==> src/rtl/rtds_tx_pre.sv <==
// rtds_tx_pre: host-to-Aurora transmit framer. Accepts host AXI-Stream
// frames, optionally appends a trailing 32-bit sequence word, truncates
// over-length frames, and reports per-frame word counts.
module rtds_tx_pre #(
  parameter int unsigned MAX_WORDS = 64,
  parameter logic [31:0] SEQ_INIT  = 32'h0000_0000
) (
  input  logic        m_axis_aclk,
  input  logic        m_axis_areset,
  input  logic        s_axis_tvalid,
  output logic        s_axis_tready,
  input  logic [31:0] s_axis_tdata,
  input  logic        s_axis_tlast,
  output logic        m_axis_tvalid,
  input  logic        m_axis_tready,
  output logic [31:0] m_axis_tdata,
  output logic        m_axis_tlast,
  input  logic        ctrl_append_seq_en,
  output logic [15:0] stat_cnt_pkts,
  output logic        stat_cnt_pkts_rdy,
  output logic [31:0] stat_seq_num,
  output logic        stat_trunc_err
);

  localparam int          DATA_W = 32;
  localparam logic [15:0] MAX_W  = 16'(MAX_WORDS);

  typedef enum logic [1:0] {
    ST_IDLE = 2'd0,
    ST_DATA = 2'd1,
    ST_SEQ  = 2'd2,
    ST_DROP = 2'd3
  } state_t;

  state_t      state;
  logic        mode;
  logic        trunc;
  logic [15:0] wcnt;

  logic        slot_free;
  logic        acc;
  logic [15:0] wcnt_nxt;
  logic        frame_mode;
  logic        at_max;
  logic        frame_end;
  logic        forced;

  // Sequence numbers wrap modulo 2^32.
  function automatic logic [DATA_W-1:0] seq_next(input logic [DATA_W-1:0] s);
    return s + 1'b1;
  endfunction

  // The output register can take a new word when empty or being drained.
  assign slot_free = ~m_axis_tvalid | m_axis_tready;

  // Dropped beats never touch the output register, so ST_DROP accepts freely.
  assign s_axis_tready = (state == ST_DROP) | (slot_free & (state != ST_SEQ));
  assign acc           = s_axis_tvalid & s_axis_tready;

  // Frame-end decode for the beat currently offered by the host.
  always_comb begin
    wcnt_nxt   = (state == ST_IDLE) ? 16'd1 : wcnt + 16'd1;
    frame_mode = (state == ST_IDLE) ? ctrl_append_seq_en : mode;
    at_max     = (wcnt_nxt == MAX_W);
    frame_end  = s_axis_tlast | at_max;
    forced     = at_max & ~s_axis_tlast;
  end

  // Framing FSM, output register and status registers.
  always_ff @(posedge m_axis_aclk or posedge m_axis_areset) begin
    if (m_axis_areset) begin
      state             <= ST_IDLE;
      mode              <= 1'b0;
      trunc             <= 1'b0;
      wcnt              <= 16'd0;
      m_axis_tvalid     <= 1'b0;
      m_axis_tdata      <= '0;
      m_axis_tlast      <= 1'b0;
      stat_cnt_pkts     <= 16'd0;
      stat_cnt_pkts_rdy <= 1'b0;
      stat_seq_num      <= SEQ_INIT;
      stat_trunc_err    <= 1'b0;
    end else begin
      // Output stage: a drained slot empties unless reloaded below.
      if (slot_free) m_axis_tvalid <= 1'b0;

      case (state)
        ST_IDLE, ST_DATA: begin
          if (acc) begin
            m_axis_tvalid <= 1'b1;
            m_axis_tdata  <= s_axis_tdata;
            m_axis_tlast  <= frame_end & ~frame_mode;
            wcnt          <= wcnt_nxt;
            if (state == ST_IDLE) begin
              mode              <= ctrl_append_seq_en;
              stat_cnt_pkts_rdy <= 1'b0;
            end
            if (frame_end) begin
              if (frame_mode) begin
                trunc <= forced;
                state <= ST_SEQ;
              end else begin
                stat_cnt_pkts     <= wcnt_nxt;
                stat_cnt_pkts_rdy <= 1'b1;
                state             <= forced ? ST_DROP : ST_IDLE;
              end
              if (forced) stat_trunc_err <= 1'b1;
            end else begin
              state <= ST_DATA;
            end
          end
        end

        ST_SEQ: begin
          if (slot_free) begin
            m_axis_tvalid     <= 1'b1;
            m_axis_tdata      <= stat_seq_num;
            m_axis_tlast      <= 1'b1;
            stat_cnt_pkts     <= wcnt + 16'd1;
            stat_cnt_pkts_rdy <= 1'b1;
            stat_seq_num      <= seq_next(stat_seq_num);
            state             <= trunc ? ST_DROP : ST_IDLE;
          end
        end

        ST_DROP: begin
          if (acc && s_axis_tlast) state <= ST_IDLE;
        end

        default: state <= ST_IDLE;
      endcase
    end
  end

endmodule

==> config.mk <==
export PLATFORM = sky130hd
export DESIGN_NAME = rtds_tx_pre
export DESIGN_NICKNAME = d
export VERILOG_FILES = /design/src/rtl/rtds_tx_pre.sv
export SDC_FILE = /design/constraint.sdc
export NUM_CORES = 1
export LEC_CHECK = 0
export CAP_MARGIN = 10
export CORE_MARGIN = 5
export CORE_UTILIZATION = 50
export CTS_CLUSTER_DIAMETER = 50
export DETAILED_ROUTE_END_ITERATION = 10
export PLACE_DENSITY = 0.78
export SYNTH_ARGS = -nofsm -noshare
export SYNTH_HDL_FRONTEND = slang
export SYNTH_SLANG_ARGS = --single-unit
==> constraint.sdc <==
create_clock -name m_axis_aclk -period 3.9 [get_ports m_axis_aclk]
set_input_delay 0.78 -clock m_axis_aclk [delete_from_list [all_inputs] [get_ports m_axis_aclk]]
set_output_delay 0.78 -clock m_axis_aclk [all_outputs]
set_load 0.01 [all_outputs]
# ---- Yosys cells after proc, flatten, opt, wreduce, memory -nomap -nowiden
# Cells that the tools add are included.
dict set report classes {
  add_sub_neg 2
  n_eq_ne 10
  bitwise 10
  n_reduce_logical 11
  mux 30
}
# operator count
set op_table {}
lappend op_table {{$mux 16} 5}
lappend op_table {{$mux 32} 2}
lappend op_table {{$pmux 32 s2} 1}
lappend op_table {{$add 32x1->32 const B} 1}
lappend op_table {{$pmux 16 s2} 1}
lappend op_table {{$add 16x1->16 const B} 1}
lappend op_table {{$eq 16x7->1 const B} 1}
lappend op_table {{$mux 2} 7}
lappend op_table {{$mux 1} 10}
lappend op_table {{$ne 2x2->1 const B} 5}
lappend op_table {{$reduce_and 4->1} 2}
lappend op_table {{$pmux 1 s2} 3}
lappend op_table {{$pmux 2 s3} 1}
lappend op_table {{$reduce_and 3->1} 2}
lappend op_table {{$reduce_and 5->1} 1}
lappend op_table {{$and 1x1->1} 4}
lappend op_table {{$eq 2x2->1 const B} 2}
lappend op_table {{$reduce_and 2->1} 2}
lappend op_table {{$not 1->1} 3}
lappend op_table {{$or 1x1->1} 3}
lappend op_table {{$eq 2x1->1 const B} 1}
lappend op_table {{$logic_not 2->1} 1}
lappend op_table {{$ne 2x1->1 const B} 1}
lappend op_table {{$reduce_bool 2->1} 1}
lappend op_table {{other kinds (2)} 2}
dict set report totals {
  wordCells 74
  reg_bits 104
  output_inout_bits 85
}

# ---- Longest topological paths before layout
dict set report depth {
  ltp_word 9
  depth_mapped 8
}

# ---- Least setup slack after synthesis
# No wires, ideal clock.
dict set report synth_timing {
  path_kind {register to register}
  startpoint {register wcnt[0]}
  endpoint {register m_axis_tlast}
  setup_time_ps 69
  path_buffers 0
  path_stages_with_launch 8
  required_time_ps 3831
  period_less_slack_ps 2412
  arrival_ps 2343
  path_slack_ps 1488
  cell_sequence {dfrtp_1 -> ha_1 -> nand3_2 -> nor3_1 -> xor2_1 -> a2111o_4 -> or4_4 -> nand3b_2}
}
dict set report synth_via {
  elab_chain_cells 7
}
# element line_no
set synth_lines {}
lappend synth_lines {{from (decl)} 38} ;# logic [15:0] wcnt;
lappend synth_lines {{from (signal assigned)} 93} ;# wcnt <= wcnt_nxt;
lappend synth_lines {{$add 16x1->16} 62} ;# wcnt_nxt = (state == ST_IDLE) ? 16'd1 : wcnt + 16'd1;
lappend synth_lines {{$mux 16} 62}
lappend synth_lines {{$eq 16x7->1} 64} ;# at_max = (wcnt_nxt == MAX_W);
lappend synth_lines {{$or 1x1->1} 65} ;# frame_end = s_axis_tlast | at_max;
lappend synth_lines {{$and 1x1->1} 92} ;# m_axis_tlast <= frame_end & ~frame_mode;
lappend synth_lines {{$mux 1} 89} ;# if (acc) begin
lappend synth_lines {{$pmux 1 s2} 87} ;# case (state)
lappend synth_lines {{to (signal assigned)} 92}
lappend synth_lines {{to (decl)} 17} ;# output logic m_axis_tlast,
# No other way between the ends. The select of a mux whose other input is x is not followed.
# A chain may end at the register's enable or synchronous reset.

# ---- Worst setup path in the final report
dict set report layout_timing {
  startpoint {input port m_axis_tready}
  endpoint {output port s_axis_tready}
}
dict set report layout_via {
  elab_chain_cells 3
}
# element line_no
set layout_lines {}
lappend layout_lines {{from (decl)} 15} ;# input logic m_axis_tready,
lappend layout_lines {{$or 1x1->1} 54} ;# assign slot_free = ~m_axis_tvalid | m_axis_tready;
lappend layout_lines {{$and 1x1->1} 57} ;# assign s_axis_tready = (state == ST_DROP) | (slot_free & (state != ST_SEQ));
lappend layout_lines {{$or 1x1->1} 57}
lappend layout_lines {{to (decl)} 11} ;# output logic s_axis_tready,
# No other way between the ends.

==> metrics.md <==
| Metric | Value |
|---|---|
| Max VDD drop | 349 µV |
| Worst r2r dst | stat_seq_num[31] |
| DRC | 0 |
| Hold path cells | 2 |
| Simple-Gate Fraction of Synth Area | 21.1% |
| Clock skew | 15.3 ps |
| Fmax | 325 MHz |
| Main combinational cell family by area after synthesis | simple AND/OR/NAND/NOR gates |
| Setup violations, final | 0 |
| Commonest cells post-synth | dfrtp_1 (104), nand2_1 (94), o21ai_0 (51) |
| Placed cells | 769 |
| Status | finished clean |
| MaxCap Viol Count | 0 |
| Asr flop ratio synth | 100% |
| Library cells used by synthesis | 51 |
| Path type of the worst min-delay path | flop to flop |
| Synth warnings | 0 |
| Non-filler instance count after layout | 785 |
| Drt first pass iters | 5 |
| TNS Setup | 0 ps |
| Die Width | 112 µm |
| Slew HR | 45.7% |
| Core Rows | 37 |
| Multi-input gate area | 2460 µm² |
| Hold-fix buffers, CTS | 0 |
| Critical path startpoint category | input port |
| Syn avg cell area | 9.83 µm² |
| Tmin final | 3070 ps |
| Root Driver | clkbuf_8 |
| Vias | 4361 |
| Antenna viol nets, final | 0 |
| Die H | 112 µm |
| Worst path bufs/invs | 2 |
| Crit-path cells | clkdlybuf4s50_1 > nand2b_1 > nor2_1 > nor2_1 > clkdlybuf4s50_1 |
| Port bufs | 122 |
| Synth area leaders | dfrtp_1 (50%), mux2i_1 (8.3%), nand2_1 (6.8%), o21ai_0 (4.9%), xnor2_1 (4.0%) |
| First-pass GRT wire length | 21.8 mm |
| Final count of pins violating max slew | 0 |
| CP delay by family, top | buffers and inverters |
| Maximum fanout along the worst path | 6 |
| Multiplexer area fraction after synthesis | 8.69% |
| Leakage | 3.01 nW |
| Max clock buf depth | 2 |
| Power Density | 625 nW/µm² |
| Largest net degree at the start of global routing | 65 |
| EDFF count, synth | 0 |
| Layout area overhead | 30.0% |
| Slowest stage delay, CP | 560 ps |
| Worst-path clk slew | 110 ps |
| Register-to-Register Path Depth | 6 |
| Synth area leader | dfrtp_1 |
| Initial antenna violation count | 0 |
| Die area | 12600 µm² |
| Seq/Total Area, Yosys | 49.9% |
| CTS Buf Count | 9 |
| Reg-to-Reg Start | state[1] |
| Filler cell count | 815 |
| Layout cells sized above 1 | 6.47% |
| Arrival time worst endpoint | 2290 ps |
| Required time worst endpoint | 3120 ps |
| Most numerous cell in the Yosys netlist | dfrtp_1 |
| DP HPWL | 9.94 mm |
| Main synth FF type | dfrtp_1 |
| Post-CTS setup buffer count | 0 |
| Final #Nets | 684 |
| Gp weighted congestion | 0.901 |
| RSZ-0062 raised after global routing | no |
| Fin. Hold Viols | 0 |
| Syn_nets | 570 |
| Clock Latency Late Sink | 370 ps |
| Vias in the first global route | 4279 |
| Hold EP | m_axis_tdata[16] |
| Core ar. | 10200 µm² |
| Area share of the largest cell type after synthesis | 49.9% |
| Reg area | 2600 µm² |
| Initial drt markers | 217 |
| Final period utilization | 78.8% |
| Critical path type | input port to output pin |
| Wire per inst | 17.0 µm |
| Total track usage | 21.1% |
| Reg2Reg Setup Slack | 1060 ps |
| Critical Path Slowest Stage Cell | clkdlybuf4s50_1 |
| Post-Synthesis Cells | 530 |
| Via/cell ratio | 5.56 |
| Post-Synth Adder-Cell Area | 0.480% |
| Compound-Gate Fraction of Synth Area | 10.7% |
| Syn Std Cell Area | 5210 µm² |
| CTS sink count | 104 |
| Slew @ Worst Pin | 811 ps |
| Hold Path Origin | m_axis_tdata[16] |
| Crit end category | output pin |
| CTS tree | done |
| Remaining Overflow, GRT | 0 |
| H-tree Lvls | 3 |
| FF+latch count, synth | 104 |
| I/O pin count | 123 |
| Xor/xnor share of the synthesized area | 5.88% |
| Ant diodes | 0 |
| Post-CTS sizing | 0 |
| Starting Density | 50.9% |
| Min Hold Slack | 489 ps |
| WL final | 13.4 mm |
| WP depth | 5 |
[power breakdown]
group	leakage [nW]	switching [mW]	internal [mW]	total, mW
clock	0.101	0.393	0.305	0.698
sequential	1.35	0.276	1.37	1.65
combinational	1.55	0.987	0.897	1.88
[final cells by class]
cell class	count	area share (%)
sequential	104	38.4
clock inverter	7	1.14
multi-input combinational	385	36.3
timing repair buffer	128	18.9
clock buffer	9	1.83
tap	136	2.51
inverter	16	0.923
[worst register-to-register path, stage by stage (launching register included)]
cell	delay [ps]
dfrtp_1	640
nor2b_1	470
nand4_1	280
nor4_2	740
nand2_1	200
nor3_1	270
xor2_1	160
[how the worst max path moves through the flow]
stage | start | slack [ps] | end
4_1_cts | m_axis_tready | 830 | s_axis_tready
5_1_grt | m_axis_tready | 780 | s_axis_tready
2_1_floorplan | m_axis_areset | 390 | m_axis_tdata[0]
3_5_place_dp | m_axis_tready | 700 | stat_seq_num[31]
3_3_place_gp | m_axis_tready | 790 | stat_seq_num[31]
6_report | m_axis_tready | 830 | s_axis_tready
[sequential cells by signal, indices dropped and copies added, names as in the netlist]
register,flops
m_axis_tdata,32
m_axis_tlast,1
m_axis_tvalid,1
mode,1
stat_cnt_pkts,16
stat_cnt_pkts_rdy,1
stat_seq_num,32
stat_trunc_err,1
state,2
trunc,1
wcnt,16
[cell usage in the layout (no fill, tap or decap), types with 4 or more instances in the layout]
master,Yosys,final
nor2b_1,5,5
nor3_1,8,8
xor2_1,11,11
inv_1,16,15
a21oi_1,9,8
nand2_1,94,94
o21ai_0,51,50
nand2b_1,9,8
nand3_1,20,20
clkbuf_8,0,9
nor4_1,5,5
nor2_1,26,26
mux2i_1,43,43
or3_1,5,5
buf_4,0,5
xnor2_1,24,24
nand4_1,13,13
o31ai_1,11,11
inv_6,0,4
dfrtp_1,104,104
and4_1,4,4
clkdlybuf4s50_1,0,122
[per-stage QoR]
step / utilization [%] / cell area [µm²] / setup WS [ps] / power [mW]
after floorplan: - / 5210 / 388 / 2.73
after global placement: 64.3 / 6580 / 792 / 3.49
after detailed placement: 64.3 / 6580 / 699 / 3.56
after CTS: 66.2 / 6780 / 828 / 4.26
after global routing: 66.2 / 6780 / 777 / 4.51
final: 66.2 / 6780 / 826 / 4.23
[kinds of logic after synthesis]
group | Yosys count
AO/OA/AOI/OAI | 91
XOR/XNOR | 35
adder cells (fa/ha/maj) | 2
buffers and inverters | 41
flip-flops | 104
multiplexers | 45
AND/OR/NAND/NOR | 212
[metal layers]
layer	global-route usage [%]	up-vias	wire [µm]
met5	0	-	0
li1	-	2092	-
met3	3.94	12	780
met4	4.97	0	159
met2	35.5	130	6510
met1	28.5	2127	5920
Power figures use the tool's default switching activity.
